<file path="src/rtl/keccak_pkg.sv">
// Shared constants and types for the SHA3-512 message padder.
//   WORD_W      : width of one message word
//   RATE_W      : width of one rate block handed to Keccak-f[1600]
//   RATE_WORDS  : number of words in one rate block
//   SHA3_DOMAIN : SHA3 domain suffix plus the first padding bit
//   PAD_LAST    : final padding bit, OR-ed into the last byte of a block
package keccak_pkg;

  localparam int WORD_W     = 64;
  localparam int RATE_W     = 576;
  localparam int RATE_WORDS = 9;
  localparam int CNT_W      = 4;

  localparam logic [7:0] SHA3_DOMAIN = 8'h06;
  localparam logic [7:0] PAD_LAST    = 8'h80;

  // Word count at which the block is complete, and the index of its last slot.
  localparam logic [CNT_W-1:0] FULL_COUNT = CNT_W'(RATE_WORDS);
  localparam logic [CNT_W-1:0] LAST_SLOT  = CNT_W'(RATE_WORDS - 1);

  // What kind of word is being shifted into the block this cycle.
  typedef enum logic [1:0] {
    WORD_NORMAL,  // full message word taken as-is
    WORD_LAST,    // final partial word with the domain byte inserted
    WORD_FILL     // zero word appended after the message ended
  } word_kind_e;

endpackage

</file>
<file path="src/rtl/pad_last_word64.sv">
// Builds the final message word: keeps the first byte_num message bytes
// (byte 0 is in[63:56]), places the domain byte right after them and
// zeroes the remainder.
//   in       : final message word, bytes past byte_num are don't-care
//   byte_num : number of valid message bytes in `in` (0..7)
//   out      : padded word
module pad_last_word64
  import keccak_pkg::*;
#(
  parameter logic [7:0] DOMAIN_BYTE = SHA3_DOMAIN
) (
  input  logic [WORD_W-1:0] in,
  input  logic [2:0]        byte_num,
  output logic [WORD_W-1:0] out
);

  always_comb begin
    // NOTE: assigning a default before the case keeps every path driven, so no latch is inferred.
    out = '0;
    unique case (byte_num)
      3'd0: out = {DOMAIN_BYTE, 56'h0};
      3'd1: out = {in[63:56], DOMAIN_BYTE, 48'h0};
      3'd2: out = {in[63:48], DOMAIN_BYTE, 40'h0};
      3'd3: out = {in[63:40], DOMAIN_BYTE, 32'h0};
      3'd4: out = {in[63:32], DOMAIN_BYTE, 24'h0};
      3'd5: out = {in[63:24], DOMAIN_BYTE, 16'h0};
      3'd6: out = {in[63:16], DOMAIN_BYTE, 8'h0};
      3'd7: out = {in[63:8],  DOMAIN_BYTE};
    endcase
  end

endmodule

</file>
<file path="src/rtl/keccak_padder64.sv">
// SHA3-512 message padder: collects 64-bit message words into 576-bit rate
// blocks, applies SHA3 padding to the final block and hands each full block
// to the permutation engine with a valid/ack handshake.
//   clk         : clock
//   reset       : synchronous active-high reset, discards any partial block
//   in          : message word, byte 0 in in[63:56]
//   in_ready    : `in` is valid this cycle
//   is_last     : `in` is the final (partial) message word
//   byte_num    : valid bytes in the final word (0..7)
//   buffer_full : block holds 9 words; no input is accepted
//   out         : assembled block, first accepted word in out[575:512]
//   out_ready   : `out` holds a complete block
//   f_ack       : consumer has taken the block
module keccak_padder64
  import keccak_pkg::*;
#(
  parameter logic [7:0] DOMAIN_BYTE = SHA3_DOMAIN
) (
  input  logic              clk,
  input  logic              reset,
  input  logic [WORD_W-1:0] in,
  input  logic              in_ready,
  input  logic              is_last,
  input  logic [2:0]        byte_num,
  output logic              buffer_full,
  output logic [RATE_W-1:0] out,
  output logic              out_ready,
  input  logic              f_ack
);

  logic [CNT_W-1:0]  count;
  logic              pad;    // message ended, remaining slots get zero fill
  logic              done;   // padded final block produced, input closed
  logic [WORD_W-1:0] last_word;
  logic [WORD_W-1:0] next_word;
  word_kind_e        kind;
  logic              update;
  logic              final_slot;

  pad_last_word64 #(
    .DOMAIN_BYTE (DOMAIN_BYTE)
  ) u_pad_last (
    .in       (in),
    .byte_num (byte_num),
    .out      (last_word)
  );

  assign buffer_full = (count == FULL_COUNT);
  assign out_ready   = buffer_full;

  // Acknowledge wins over input; fill words advance without in_ready.
  assign update = ~f_ack & ~buffer_full & ~done & (in_ready | pad);

  always_comb begin
    kind = WORD_NORMAL;
    if (pad) begin
      kind = WORD_FILL;
    end else if (is_last) begin
      kind = WORD_LAST;
    end
  end

  // The final padding bit lands in the last byte of the block, so it only
  // applies when the padded portion reaches slot 8.
  assign final_slot = (count == LAST_SLOT) && (kind != WORD_NORMAL);

  always_comb begin
    next_word = in;
    unique case (kind)
      WORD_NORMAL: next_word = in;
      WORD_LAST:   next_word = last_word;
      WORD_FILL:   next_word = '0;
      default:     next_word = in;
    endcase
    if (final_slot) begin
      next_word[7:0] = next_word[7:0] | PAD_LAST;
    end
  end

  always_ff @(posedge clk) begin
    if (reset) begin
      // NOTE: the wide block register is reset too, so a consumer never sees stale data after reset.
      out   <= '0;
      count <= '0;
      pad   <= 1'b0;
      done  <= 1'b0;
    end else if (f_ack) begin
      count <= '0;
    end else if (update) begin
      // NOTE: non-blocking assignments, so every term on the right reads the pre-edge state.
      out   <= {out[RATE_W-WORD_W-1:0], next_word};
      count <= count + 1'b1;
      if (kind == WORD_LAST) begin
        pad <= 1'b1;
      end
      // Completing a padded block closes the message; this also covers a
      // last word that lands directly in slot 8.
      if (final_slot) begin
        pad  <= 1'b0;
        done <= 1'b1;
      end
    end
  end

endmodule

</file>
<file path="config.mk">
export PLATFORM = sky130hd
export DESIGN_NAME = keccak_padder64
export DESIGN_NICKNAME = d
export VERILOG_FILES = /design/src/rtl/keccak_pkg.sv /design/src/rtl/pad_last_word64.sv /design/src/rtl/keccak_padder64.sv
export SDC_FILE = /design/constraint.sdc
export NUM_CORES = 1
export LEC_CHECK = 0
export ABC_AREA = 0
export CAP_MARGIN = 0
export CORE_AREA = 4 4 252 254
export CTS_CLUSTER_SIZE = 20
export DETAILED_ROUTE_END_ITERATION = 8
export DIE_AREA = 0 0 256 258
export PLACE_DENSITY = 0.63
export SLEW_MARGIN = 20
export SYNTH_ARGS = -nofsm -noshare
export SYNTH_HDL_FRONTEND = slang
export SYNTH_SLANG_ARGS = --single-unit
</file>
<file path="constraint.sdc">
create_clock -name clk -period 2.2 [get_ports clk]
set_input_delay 0.44 -clock clk [delete_from_list [all_inputs] [get_ports clk]]
set_output_delay 0.44 -clock clk [all_outputs]
set_load 0.02 [all_outputs]
</file>
==> results.ini, run 1 <==
[synthesis]
synth_fp_nets=2600
postSynthCellCount=2525
synth_seq_cells=582
synth_fa_ha_area_frac=0.00187
synthSimpleGateAreaFrac=0.219
synth.distinct_cells=35
synth_top_family_by_area=simple AND/OR/NAND/NOR gates
synthXorXnorAreaFrac=0.000872
syn_area_per_cell_sq_um=7.96
ys.warnings.count=0
synth_ff_type=dfxtp_1
syn_area_sq_um=20100
synth_enable_flop_cells=0
synth.mux.area_fraction=0.00149
ys_async_sr_fraction=0
synth_compound_area_frac=0.157
yosysSeqAreaShare=0.580

[floorplanning]
start_util=0.328
io_pins=650
die_y_um=258
dieArea_sq_um=66000
num_rows=91
core-area_sq_um=61300
die_w_um=256

[setup_path]
cp.arrival_ps=1710
crit_buf_inv=1
crit_type=flop to primary output
cpLargestDelayFamily=buffers and inverters
crit_path_max_incr_delay_ps=690
slowest_stage=clkdlybuf4s50_1
cp.required_ps=1760
start_kind=flop
crit_fanout=3
crit_path_end_kind=primary output
path_cells=clkdlybuf4s50_1

[sta]
finalCriticalPeriod_ps=2150
tightestPinTransition_ps=732
fmax_mhz=465
rsz0062_at_grt=no
slew_violations=0
hold_viol=0
finClkSkew_ps=12.3
whs_ps=242
finalCritPeriodShare=0.978
setup_violations=0
slew-limit-headroom=0.510

[global_route]
antenna_found_initial=1
gr-usage-all-layers=0.209
grt_pass1_wl_um=109000
grt.overflow.total=0
grt_max_degree=120
grt_pass1_vias=17100

[drt]
drt-pass1-iter-count=6
postRouteAntennaNets=0
totalWireLength_um=76100
drc=0
drt_iter0_drc=1474
avgRoutedWirePerCell_um=19.1
via_per_inst=4.77
vias=19000

[place]
dp_hpwl_um=54400
post-place-cells=3863
gp_congestion=0.838
io_buffers=649

[clock_tree]
cts_max_path_buffers=3
cts_sinks=582
insertion_delay_ps=610
root_buffer=clkbuf_16
hold_buffers=0
cts_buffers=61
h-tree-depth=2
cts_tree=yes
cts.clk_slew.worst_paths_ps=60

[run_status]
status=finished, final reports clean

[cells_and_area]
nets=3232
syn2layout_area_growth_pct=50.8
instances_no_fill=3988
multi_input_area_sq_um=7650
nFillCells=6010
drive_gt1_frac=0.0682
seq_area_sq_um=11700
n_antenna_cell=0
fin_util=0.495

[pwr]
vdd_drop_max_uv=660
leakagePower_nw=10.2
powerDensity_nw_per_um2=746

[flow_run]
maxCapViolations=0

[hold_path]
hold_class=primary input to flop

==> metrics by stage <==
step / TNS, ps / total power [W] / area [sq um] / setup slack [ps]
after floorplan: 0 / 0.0117 / 20100 / 69.7
after global placement: -16410 / 0.0124 / 27900 / -102
after detailed placement: -16590 / 0.0124 / 27900 / -104
after CTS: 0 / 0.0227 / 29900 / 2.87
after global routing: 0 / 0.0234 / 30300 / 0.366
final: 0 / 0.0226 / 30300 / 47.3
==> worst reg2reg max path: stages, from the launching register on <==
cell and delay [ps]:
dfxtp_2 320, inv_1 50, ha_2 160, and3b_2 220
or4_4 530, buf_12 190, a2111oi_4 240, buf_4 220
a22o_1 130
==> layout by cell type (no fill, tap or decap), drive strengths merged, types with 8 or more instances in the layout <==
master and count:
a21oi 558, a22o 18, buf 109, clkbuf 99, clkdlybuf4s50 630, dfxtp 582, dlygate4sd2 9, nand2 1065
nand3 30, nor2 17, nor3 8
==> flip-flops by register name, summed over array words and instances, names as in the netlist <==
| register | count |
|---|---|
| count | 4 |
| out | 576 |
| done | 1 |
| pad | 1 |
==> per-layer routing <==
layer,up-vias,wire length (um),global-route usage
met5,-,12,0
met4,2,2380,0.0731
met3,119,4170,0.0420
met2,566,35700,0.334
met1,8822,33800,0.282
li1,9507,-,-
==> kinds of logic after synthesis <==
group	count (synthesis)
buf+inv	199
flops	582
mux	3
compound gates	596
xor+xnor	2
simple gates	1140
fa+ha+maj	3
==> worst paths after layout <==
check        startpoint       end  slack [ps]  depth (start not counted)
max            out[352]  out[352]          50                          1
max reg2reg    count[1]   out[21]         110                          8
min reg2reg    out[513]  out[513]         450                          2
min               reset  out[156]         240                          2
==> power by group <==
group | internal [W] | total, W | switching (W)
sequential | 0.0106 | 0.0107 | 0.0000742
clock | 0.00609 | 0.0103 | 0.00420
combinational | 0.000631 | 0.00162 | 0.000985
==> final cells by class <==
type                    instances  share of cell area
well taps                     790              0.0326
flip-flops and latches        582               0.385
multi-input cells            1744               0.253
repair buffers                764               0.264
inverters                       4            0.000495
clock inverters                14             0.00595
clock buffers                  90              0.0597
==> cells in the mapped netlist (4+ instances only) <==
cell type | n | area share
nand3_1 | 30 | 0.0075
nand2_1 | 1065 | 0.20
o211ai_1 | 4 | 0.0015
buf_2 | 37 | 0.0092
a21oi_1 | 558 | 0.14
clkbuf_1 | 151 | 0.028
a22o_1 | 18 | 0.0078
a211oi_1 | 4 | 0.0015
inv_1 | 4 | 0.00075
dfxtp_1 | 582 | 0.58
o2bb2ai_1 | 4 | 0.0017
or3_1 | 7 | 0.0022
buf_1 | 4 | 0.00075
nor2_1 | 17 | 0.0032
nor3_1 | 8 | 0.0020
==> what timing repair did <==
item / in CTS / in global routing
pin swaps: 0 / 1
endpoints found under the setup margin: 12 / 351
gates cloned: 0 / 9
resized for setup: 18 / 26
setup buffers: 0 / 12
No activity file was read; power rests on OpenSTA's default activity.
==> inputs of run 2 (changes only) <==
==> constraint.sdc (replaced) <==
create_clock -name clk -period 1.9 [get_ports clk]
set_input_delay 0.38 -clock clk [delete_from_list [all_inputs] [get_ports clk]]
set_output_delay 0.38 -clock clk [all_outputs]
set_load 0.02 [all_outputs]
==> results.ini, run 2 (synthesis results as in run 1) <==
[global_route]
grt_max_degree=82  ; -32%
antenna_found_initial=0  ; -1
grt_pass1_wl_um=116000  ; +6.2%
grt.overflow.total=0  ; unchanged
gr-usage-all-layers=0.222  ; +0.0139
grt_pass1_vias=18100  ; +6.1%

[cells_and_area]
largest_reg_flops=576  ; unchanged
nets=3331  ; +3.1%
drive_gt1_frac=0.113  ; +0.0451
reg.largest.list=out (576), count (4)
fin_util=0.524  ; +0.0288
fin_area_sq_um=32100  ; +5.8%
multi_input_area_sq_um=7950  ; +3.8%
mostFrequentLayoutCells=nand2_1, clkdlybuf4s50_1, dfxtp_1, a21oi_1, buf_4
seq_area_sq_um=11700  ; about the same
syn2layout_area_growth_pct=59.6
n_antenna_cell=0  ; unchanged
regMostFlops=out
nFillCells=5712  ; -5.0%
layout_commonest_cell=nand2_1

[floorplanning]
die_w_um=256  ; unchanged
io_pins=650  ; unchanged
core-area_sq_um=61300  ; unchanged
die_y_um=258  ; unchanged
start_util=0.328  ; unchanged
dieArea_sq_um=66000  ; unchanged
num_rows=91  ; unchanged

[drt]
drc=0  ; unchanged
drt-pass1-iter-count=5  ; -1
totalWireLength_um=79900  ; +5.1%
postRouteAntennaNets=0  ; unchanged
via_per_inst=4.85  ; +1.6%
drt_iter0_drc=1495  ; +1.4%
avgRoutedWirePerCell_um=19.5  ; +2.4%
vias=19800  ; +4.3%

[sta]
tightestPinTransition_ps=397  ; -335 ps
fmax_mhz=463
slew_violations=0  ; unchanged
slew-limit-headroom=0.735  ; +0.225
setup_violations=1096  ; +1096
tns_ps=-138080  ; -138080 ps
rsz0062_at_grt=yes
finalCritPeriodShare=1.14
finClkSkew_ps=17.4  ; +5.14 ps
hold_viol=0  ; unchanged
worst_slack_ps=-258  ; -306 ps
finalCriticalPeriod_ps=2160
whs_ps=125  ; -118 ps

[pwr]
vdd_drop_max_uv=744  ; +13%
powerDensity_nw_per_um2=824  ; +10%
leakagePower_nw=11.2  ; +10%

[hold_path]
hold_class=primary input to flop
hold_end=out[198]
worstHoldPathCells=2  ; unchanged
hp-start=reset

[setup_path]
cp.required_ps=2370  ; +610 ps
reg2reg_from=count[1]
crit_type=flop to flop
reg2reg_slack_ps=-260  ; -370 ps
cpLargestDelayFamily=simple AND/OR/NAND/NOR gates
crit_fanout=36  ; +33
crit_buf_inv=4  ; +3
crit_path_end_kind=flop
cp.arrival_ps=2630  ; +920 ps
path_cells=inv_2 -> ha_4 -> and3b_2 -> or4_4 -> buf_4 -> buf_12 -> buf_16 -> nand2_1 -> a21oi_1
start_kind=flop
slowest_stage=or4_4
r2r-end=out[533]
ff2ff_path_depth=9  ; +1
crit_path_max_incr_delay_ps=530  ; -160 ps

[clock_tree]
cts_buffers=61  ; unchanged
root_buffer=clkbuf_16
cts_tree=yes
h-tree-depth=2  ; unchanged
cts_max_path_buffers=3  ; unchanged
cts_sinks=582  ; unchanged
cts.clk_slew.worst_paths_ps=60  ; about the same
hold_buffers=0  ; unchanged
insertion_delay_ps=620  ; about the same

[place]
postPlaceCellArea_sq_um=28500  ; +2.3%
dp_hpwl_um=56000  ; +2.9%
gp_congestion=0.864  ; +3.1%
io_buffers=649  ; unchanged

[run_status]
status=complete, but fails checks
violations=setup timing

[flow_run]
maxCapViolations=0  ; unchanged

[run 2: cell count changes in the layout (fill, tap and decap cells not counted), moves of 17 or more]
cell             previous run  this run
buf_12                     24        51
buf_16                      8        25
a21oi_2                     1        24
nand2_1                  1065      1035
buf_4                      69       104
dlygate4sd2_1               9        60
clkdlybuf4s50_1           630       586
a21oi_1                   557       534
[run 2: worst max-delay path by stage]
stage,from,end,slack [ps],cells past startpoint
finish,count[1],out[533],-260,9
CTS,count[1],buffer_full,-250,6
global route,count[1],out[314],-340,9
detailed placement,f_ack,out[52],-450,7
global placement,f_ack,out[52],-400,7
floorplan,count[1],out[49],-160,8
[run 2: routing by layer]
layer	up-vias	track usage	routed length, um
met5	-	0	0
met3	161	0.0460	5010
met1	9298	0.301	34900
met4	0	0.0820	3090
met2	663	0.353	36900
li1	9709	-	-
[run 2: power breakdown]
part / internal (W) / switching (W) / leakage (nW) / total (W)
logic: 0.00112 / 0.00129 / 5.58 / 0.00241
clock network: 0.00673 / 0.00489 / 0.947 / 0.0116
registers: 0.0123 / 0.0000964 / 4.69 / 0.0124
total: 0.0202 / 0.00627 / 11.2 / 0.0264
[run 2: per-stage QoR]
stage / instances / total power (W) / setup WS [ps]
floorplan: 2525 / 0.0136 / -158
global placement: 3928 / 0.0145 / -401
detailed placement: 3928 / 0.0145 / -446
CTS: 4076 / 0.0265 / -250
global route: 4092 / 0.0273 / -339
finish: 4092 / 0.0264 / -258
[run 2: area by class of cell]
class	count	area share
sequential	582	0.363
multi-input combinational	1745	0.248
tap	790	0.0308
timing repair buffer	862	0.297
clock inverter	12	0.00312
clock buffer	97	0.0575
inverter	4	0.000468
[run 2: timing repair]
item	in CTS	in global routing
resized for setup	180	34
pin swaps	42	3
cloned	26	12
endpoints found under the hold margin	0	0
buffers inserted	13	5
endpoints found under the setup margin	1154	1098
[run 2: worst reg2reg max path: cells and delay by family, from the launching register on]
| kind | cells | cell delay (ps) |
|---|---|---|
| flops | 1 | 330 |
| buf+inv | 4 | 640 |
| compound gates | 1 | 80 |
| simple gates | 3 | 830 |
| fa+ha+maj | 1 | 140 |
